$ cat config.mk
export PLATFORM = sky130hd
export DESIGN_NAME = one_wire_txn_ctrl
export DESIGN_NICKNAME = d
export VERILOG_FILES = /design/src/rtl/one_wire_txn_ctrl.sv
export SDC_FILE = /design/constraint.sdc
export NUM_CORES = 1
export LEC_CHECK = 0
export BUFFER_PORTS_ARGS = -buffer_cell sky130_fd_sc_hd__buf_4
export CAP_MARGIN = 20
export CORE_UTILIZATION = 40
export CTS_CLUSTER_SIZE = 25
export DETAILED_ROUTE_END_ITERATION = 10
export PLACE_DENSITY = 0.67
export SYNTH_ARGS = -nofsm -noshare
export SYNTH_HDL_FRONTEND = slang
export SYNTH_SLANG_ARGS = --single-unit
$ cat constraint.sdc
create_clock -name clk -period 3 [get_ports clk]
set_clock_uncertainty 0.05 [all_clocks]
set_input_delay 0.15 -clock clk [delete_from_list [all_inputs] [get_ports clk]]
set_output_delay 0.15 -clock clk [all_outputs]
set_load 0.01 [all_outputs]
$ cat src/rtl/one_wire_txn_ctrl.sv
// Sequences one 1-wire transaction: bus reset/presence, then buffer reads handed to the link TX.
// Optional trailing Dallas CRC8 byte when OW_CRC8_EN is defined.
module one_wire_txn_ctrl #(
    parameter int unsigned ADDR_W     = 5,
    parameter int unsigned DATA_W     = 8,
    parameter int unsigned DV_TIMEOUT = 15
) (
    input  logic              clk,
    input  logic              rst_n,
    input  logic              i_start,
    input  logic [ADDR_W-1:0] i_start_addr,
    input  logic [5:0]        i_byte_count,
    output logic              o_busy,
    output logic              o_done,
    output logic              o_err_presence,
    output logic              o_err_timeout,
    output logic [ADDR_W-1:0] o_buf_rd_addr,
    output logic              o_buf_rd_en,
    input  logic [DATA_W-1:0] i_buf_data,
    input  logic              i_buf_dv,
    output logic              o_ow_rst_req,
    input  logic              i_ow_rst_done,
    input  logic              i_ow_presence,
    output logic              o_ow_tx_valid,
    output logic [DATA_W-1:0] o_ow_tx_data,
    input  logic              i_ow_tx_ready
);

    localparam int unsigned CNT_W = $clog2(DV_TIMEOUT + 1);
    localparam int unsigned REM_W = 6;

    typedef enum logic [2:0] {
        S_IDLE,
        S_BUS_RST,
        S_RD_REQ,
        S_RD_WAIT,
        S_TX,
        S_DONE,
        S_ERR
`ifdef OW_CRC8_EN
        , S_CRC_TX
`endif
    } state_t;

    state_t             r_state;
    logic [ADDR_W-1:0]  r_addr;
    logic [REM_W-1:0]   r_remaining;
    logic [CNT_W-1:0]   r_dv_cnt;
    logic               r_busy;
    logic               r_done;
    logic               r_err_presence;
    logic               r_err_timeout;
    logic [ADDR_W-1:0]  r_buf_rd_addr;
    logic               r_buf_rd_en;
    logic               r_ow_rst_req;
    logic               r_ow_tx_valid;
    logic [DATA_W-1:0]  r_ow_tx_data;

`ifdef OW_CRC8_EN
    logic [7:0] r_crc;
    logic [7:0] w_crc_next;

    // Dallas/Maxim CRC8, LSB first, reflected polynomial 0x8C
    function automatic logic [7:0] crc8_step(input logic [7:0] crc, input logic [7:0] d);
        logic [7:0] c;
        c = crc;
        for (int i = 0; i < 8; i++) begin
            if (c[0] ^ d[i]) c = (c >> 1) ^ 8'h8C;
            else             c = c >> 1;
        end
        return c;
    endfunction

    assign w_crc_next = crc8_step(r_crc, r_ow_tx_data);
`endif

    always_ff @(posedge clk or negedge rst_n) begin
        if (!rst_n) begin
            r_state        <= S_IDLE;
            r_addr         <= '0;
            r_remaining    <= '0;
            r_dv_cnt       <= '0;
            r_busy         <= 1'b0;
            r_done         <= 1'b0;
            r_err_presence <= 1'b0;
            r_err_timeout  <= 1'b0;
            r_buf_rd_addr  <= '0;
            r_buf_rd_en    <= 1'b0;
            r_ow_rst_req   <= 1'b0;
            r_ow_tx_valid  <= 1'b0;
            r_ow_tx_data   <= '0;
`ifdef OW_CRC8_EN
            r_crc          <= '0;
`endif
        end else begin
            r_done         <= 1'b0;
            r_err_presence <= 1'b0;
            r_err_timeout  <= 1'b0;
            case (r_state)
                S_IDLE: begin
                    if (i_start) begin
                        if (i_byte_count != 6'd0) begin
                            r_addr       <= i_start_addr;
                            r_remaining  <= i_byte_count;
                            r_busy       <= 1'b1;
                            r_ow_rst_req <= 1'b1;
`ifdef OW_CRC8_EN
                            r_crc        <= '0;
`endif
                            r_state      <= S_BUS_RST;
                        end else begin
                            r_done <= 1'b1;
                        end
                    end
                end
                S_BUS_RST: begin
                    if (i_ow_rst_done) begin
                        r_ow_rst_req <= 1'b0;
                        if (i_ow_presence) begin
                            r_state <= S_RD_REQ;
                        end else begin
                            r_err_presence <= 1'b1;
                            r_busy         <= 1'b0;
                            r_state        <= S_ERR;
                        end
                    end
                end
                S_RD_REQ: begin
                    r_buf_rd_addr <= r_addr;
                    r_buf_rd_en   <= 1'b1;
                    r_dv_cnt      <= '0;
                    r_state       <= S_RD_WAIT;
                end
                S_RD_WAIT: begin
                    // Data wins over a timeout landing on the same cycle
                    if (i_buf_dv) begin
                        r_ow_tx_data  <= i_buf_data;
                        r_buf_rd_en   <= 1'b0;
                        r_ow_tx_valid <= 1'b1;
                        r_state       <= S_TX;
                    end else if (r_dv_cnt == CNT_W'(DV_TIMEOUT - 1)) begin
                        r_buf_rd_en   <= 1'b0;
                        r_err_timeout <= 1'b1;
                        r_busy        <= 1'b0;
                        r_state       <= S_ERR;
                    end else begin
                        r_dv_cnt <= r_dv_cnt + CNT_W'(1);
                    end
                end
                S_TX: begin
                    if (i_ow_tx_ready) begin
                        r_ow_tx_valid <= 1'b0;
                        r_addr        <= r_addr + ADDR_W'(1);
                        r_remaining   <= r_remaining - REM_W'(1);
`ifdef OW_CRC8_EN
                        r_crc         <= w_crc_next;
                        if (r_remaining == REM_W'(1)) begin
                            r_ow_tx_valid <= 1'b1;
                            r_ow_tx_data  <= w_crc_next;
                            r_state       <= S_CRC_TX;
                        end else begin
                            r_state <= S_RD_REQ;
                        end
`else
                        if (r_remaining == REM_W'(1)) begin
                            r_done  <= 1'b1;
                            r_busy  <= 1'b0;
                            r_state <= S_DONE;
                        end else begin
                            r_state <= S_RD_REQ;
                        end
`endif
                    end
                end
`ifdef OW_CRC8_EN
                S_CRC_TX: begin
                    if (i_ow_tx_ready) begin
                        r_ow_tx_valid <= 1'b0;
                        r_done        <= 1'b1;
                        r_busy        <= 1'b0;
                        r_state       <= S_DONE;
                    end
                end
`endif
                S_DONE:  r_state <= S_IDLE;
                S_ERR:   r_state <= S_IDLE;
                default: r_state <= S_IDLE;
            endcase
        end
    end

    assign o_busy         = r_busy;
    assign o_done         = r_done;
    assign o_err_presence = r_err_presence;
    assign o_err_timeout  = r_err_timeout;
    assign o_buf_rd_addr  = r_buf_rd_addr;
    assign o_buf_rd_en    = r_buf_rd_en;
    assign o_ow_rst_req   = r_ow_rst_req;
    assign o_ow_tx_valid  = r_ow_tx_valid;
    assign o_ow_tx_data   = r_ow_tx_data;

endmodule

# ---- Word-level counts from Yosys, hierarchy flattened
# Index checks and enable logic that the tools add are counted.
dict set report totals {
  ff_bits 38
  latchBits 0
  mem_bits_rw 0
  mem_bits_ro 0
  input_bits 26
  output_inout_bits 20
  wordCells 95
  mem_count 0
}
dict set report op_classes {
  addsub 3
  n_mul 0
  div 0
  order_cmp 0
  n_eq_ne 17
  n_shift 0
  mux 47
  bitwise_logic 0
  reduce_logical 15
}
# operator n
set ops {}
lappend ops {{2-to-1 mux 3 bit} 8}
lappend ops {{2-to-1 mux 1 bit} 22}
lappend ops {{inequality test 2 bit (second input constant)} 10}
lappend ops {{2-to-1 mux 6 bit} 3}
lappend ops {{2-to-1 mux 5 bit} 3}
lappend ops {{case mux 3 bit (5 select lines)} 1}
lappend ops {{case mux 6 bit (2 select lines)} 1}
lappend ops {{case mux 5 bit (2 select lines)} 1}
lappend ops {{AND reduction 9 bit} 1}
lappend ops {{2-to-1 mux 4 bit} 2}
lappend ops {{case mux 1 bit (2 select lines)} 4}
lappend ops {{case mux 4 bit (2 select lines)} 1}
lappend ops {{AND reduction 4 bit} 2}
lappend ops {{nonzero test 2 bit} 4}
lappend ops {{== test 3 x 2 -> 1 bit (second input constant)} 2}
lappend ops {{== test 6 x 1 -> 1 bit (second input constant)} 1}
lappend ops {{AND reduction 3 bit} 2}
lappend ops {{nonzero test 6 bit} 1}
lappend ops {{subtractor 6 x 1 -> 6 bit (second input constant)} 1}
lappend ops {{adder 5 x 1 -> 5 bit (second input constant)} 1}
lappend ops {{AND reduction 5 bit} 1}
lappend ops {{adder 4 x 1 -> 4 bit (second input constant)} 1}
lappend ops {{== test 4 bit (second input constant)} 1}
lappend ops {{case mux 1 bit (4 select lines)} 1}
lappend ops {{other kinds (6)} 7}

# ---- Logic depth before layout (Yosys ltp)
dict set report logic_depth {
  ltp_word 4
  mapped_depth 6
}

# ---- Least setup slack after synthesis
# Ideal clock, no wire load.
dict set report synth_path {
  kind {reg2reg}
  from {register r_state[2]}
  to {register r_remaining[1]}
  setup_ns 0.125
  arrival_time_ns 1.441
  required_time_ns 2.825
  slack_ns 1.384
  stages_incl_launch_ff 5
  synth_period_minus_slack_ns 1.616
  path_cell_list {dfrtp_1 -> nand2b_4 -> a2111oi_4 -> nor2_4 -> mux2_4}
}
dict set report synth_between {
  elab_chain_cells 3
  elab_cells_between_ends 8
  cone_classes {eq/ne (4); mux (1); reduce/logical (3)}
}
# item line_no
set synth_lines {}
lappend synth_lines {{from (decl)} 45} ;# state_t r_state;
lappend synth_lines {{from (signal assigned)} 79} ;# r_state <= S_IDLE;
lappend synth_lines {{from (signal assigned)} 110} ;# r_state <= S_BUS_RST;
lappend synth_lines {{from (signal assigned)} 120} ;# r_state <= S_RD_REQ;
lappend synth_lines {{== test 3 bit / logical NOT 3 bit (equally long branches)} 99} ;# case (r_state)
lappend synth_lines {{inequality test 2 bit (no line) / nonzero test 2 bit (equally long branches)} -}
lappend synth_lines {{AND reduction 4 bit (no line)} -}
lappend synth_lines {{to (signal assigned)} 104} ;# r_remaining <= i_byte_count;
lappend synth_lines {{to (signal assigned)} 154} ;# r_remaining <= r_remaining - REM_W'(1);
lappend synth_lines {{to (decl)} 47} ;# logic [REM_W-1:0] r_remaining;
# Parallel ways exist; a longest one is shown, timed or not.
# A chain may end at the register's enable or synchronous reset.

# ---- Worst setup path in the final report
# Ends and elaborated chain as after synthesis.

==> reports/results.txt <==
Outcome: finished, final reports clean
Critical path fanouts, max: 14
CTS tree: built
Max Root-Sink Buffers: 2
Hold Fails Final Rpt: 0
Clock Sinks: 38
Crit end category: flip-flop
Layout area overhead: 26.8%
Layout Nets: 268
Drt initial violations: 101
Hold_ws: 0.0337 ns
First-pass DRT Iterations: 4
Post-Route Setup TNS: 0 ns
Post-DR vias/cell: 5.29
Leakage: 1.14 nW
Int Power: 1.57 mW
Synth cell count leaders: dfrtp_1, mux2_2, nand2_1
IO Count: 46
DRC: 0
Top-count cell post-synth: dfrtp_1
Total track usage: 18.0%
Worst hold path type: input pin to flip-flop
Sequential power share: 39.4%
Die Width: 73.0 µm
Number of global-route vias before repair: 1565
Final Cycle Share: 64.8%
Req. time, crit path: 3.13 ns
Top_reg_cell synth: dfrtp_1
Clock Power Share: 21.2%
Dominant cells by area after synthesis: dfrtp_1, mux2_2, ha_1
Tmin final: 1.94 ns
Max-slew violations: 0
Hpwl dp: 3180 µm
Die height: 73.0 µm
Clk pin slew, worst setup/hold paths: 0.08 ns
Slowest cell on the critical path: a2111oi_4
Worst-path cell chain: nand2b_4 > a2111oi_4 > nor2_4 > mux2_4
Final setup fails: 0
Max_slew headroom: 58.9%
Core ar.: 0.00479 mm²
Routed WL: 4440 µm
Row cnt: 25
First-pass GRT wire length: 7340 µm
Synthesized flop and latch total: 38
Via count: 1614
Wirelength per Cell: 14.6 µm
Initial core utilization: 42.1%
H-tree depth: 2
Layout cells sized above 1: 32.8%
ANT nets after route: 0
RSZ-0062 raised after global routing: false
Yosys warns: 0
Gr ovfl total: 0
Post-Syn Area: 0.00202 mm²
Seq/Total Area, Yosys: 47.2%
EDFF count, synth: 0
Syn Area/Cell: 10.8 µm²
Sw power: 0.898 mW
CTS Buf Count: 5
Top delay family on crit path: compound AO/OA/AOI/OAI gates
Crit path buffers/inverters: 0
Worst slew pin tran: 0.616 ns
Max Clk Rate: 0.515 GHz
Worst-Skew Late Latency: 0.29 ns
Switching power share of the total: 36.5%
Antenna cells: 0
Syn Nets: 218
Initial antenna violation count: 0
R2R setup slack: 1.06 ns
CTS root buffer: clkbuf_8
Placer Congestion: 0.824
Largest area contributor in the netlist: dfrtp_1
PortBufs: 45
CP Launch Type: flip-flop
Fill cell count: 450
Top cell type's share of synthesized area: 47.2%
Ys async rst share: 100%
Largest incremental delay on the critical path: 0.60 ns
Largest net degree at the start of global routing: 39
Distinct cells, synth: 53
Peak supply drop: 0.532 mV
Die footprint: 0.00533 mm²
Max_cap viols: 0
Cells after synthesis: 187
Crit Path Class: flip-flop to flip-flop
Worst path arrival time: 2.07 ns
Pwr dens: 964 mW/mm²
Combinational Power Share: 39.4%
final cells by class:
type | instances | area, µm² | area share (%)
Multi-Input combinational cell | 135 | 988 | 38.7
Sequential cell | 38 | 951 | 37.2
Timing Repair Buffer | 47 | 358 | 14.0
Tap cell | 67 | 83.8 | 3.28
Clock buffer | 5 | 68.8 | 2.69
Clock inverter | 3 | 68.8 | 2.69
Inverter | 10 | 37.5 | 1.47
metrics by stage:
step	std cells	worst slack [ns]	utilization [%]	power, mW	instance area [µm²]
6_report	305	1.06	53.4	2.46	2560
5_1_grt	305	0.952	53.4	2.64	2560
4_1_cts	305	1.07	53.4	2.48	2560
3_5_place_dp	295	1.07	50.1	1.95	2400
3_3_place_gp	295	1.10	50.1	1.93	2400
2_1_floorplan	187	1.38	-	1.60	2020
metal layers:
metal  vias to the layer above  part of all wire, %  global-route usage (%)
li1                        796                    -                       -
met1                       765                   48                    24.6
met2                        47                   46                    28.1
met3                         6                  4.4                    3.87
met4                         0                  1.6                    6.54
met5                         -                    0                       0
path summary, 6_finish.rpt:
kind,end,from,depth (start not counted)
min reg2reg,o_ow_rst_req,o_ow_rst_req,2
max reg2reg,r_remaining[1],r_state[2],4
max in group asynchronous,o_busy,rst_n,2
min,o_ow_tx_data[6],i_buf_data[6],2
min in group asynchronous,r_dv_cnt[1],rst_n,2
max,r_remaining[1],r_state[2],4
sequential cells by signal, indices dropped and copies added (netlist names):
name	cells
o_ow_tx_valid	1
o_ow_rst_req	1
o_err_presence	1
r_remaining	6
r_state	3
o_buf_rd_addr	5
o_err_timeout	1
r_dv_cnt	4
o_busy	1
o_done	1
o_buf_rd_en	1
o_ow_tx_data	8
r_addr	5
cells by family (layout without fill, tap and decap cells):
logic type,count (synthesis),in the layout,synth area share (%)
adder cells (fa/ha/maj),5,5,3.10
buffers and inverters,14,65,3.79
flip-flops,38,38,47.2
XOR/XNOR,1,1,0.435
AND/OR/NAND/NOR,64,64,19.0
multiplexers,16,16,9.00
AO/OA/AOI/OAI,49,49,17.5
power groups by stage:
stage                     Sequential [mW]  Combinational [mW]  Clock, mW
after floorplan                     0.947               0.655          0
after global placement              0.973               0.958          0
after detailed placement            0.978               0.969          0
after CTS                           0.967               0.978      0.535
after global routing                 1.01                1.08      0.552
final                               0.971               0.970      0.523
repair_timing:
| action | CTS | global route |
|---|---|---|
| setup endpoints to repair | 0 | 0 |
| endpoints found under the hold margin | 39 | 0 |
| hold buffers | 2 | 0 |
| setup buffers | 0 | 0 |
| gates resized for setup | 0 | 0 |
layout by cell type, fill, tap and decap left out, types with 2 or more instances in the layout:
| cell type | Yosys | final |
|---|---|---|
| buf_4 | 0 | 45 |
| nand2_2 | 2 | 2 |
| bufinv_16 | 0 | 2 |
| o22ai_1 | 7 | 7 |
| and3_1 | 4 | 4 |
| a2bb2oi_1 | 2 | 2 |
| o211ai_1 | 2 | 2 |
| a21oi_1 | 7 | 7 |
| nor2_1 | 11 | 11 |
| ha_1 | 5 | 5 |
| o21a_1 | 3 | 3 |
| dlygate4sd3_1 | 0 | 2 |
| o21ai_0 | 9 | 9 |
| a21boi_0 | 2 | 2 |
| inv_1 | 10 | 10 |
| a31oi_1 | 4 | 4 |
| dfrtp_1 | 38 | 38 |
| nor3_1 | 6 | 6 |
| nand4_1 | 2 | 2 |
| nand3_1 | 9 | 9 |
| mux2_2 | 13 | 13 |
| nand2b_1 | 3 | 3 |
| clkbuf_8 | 0 | 5 |
| nand2_1 | 12 | 12 |
| mux2i_1 | 2 | 2 |
No activity file was read; power rests on OpenSTA's default activity.
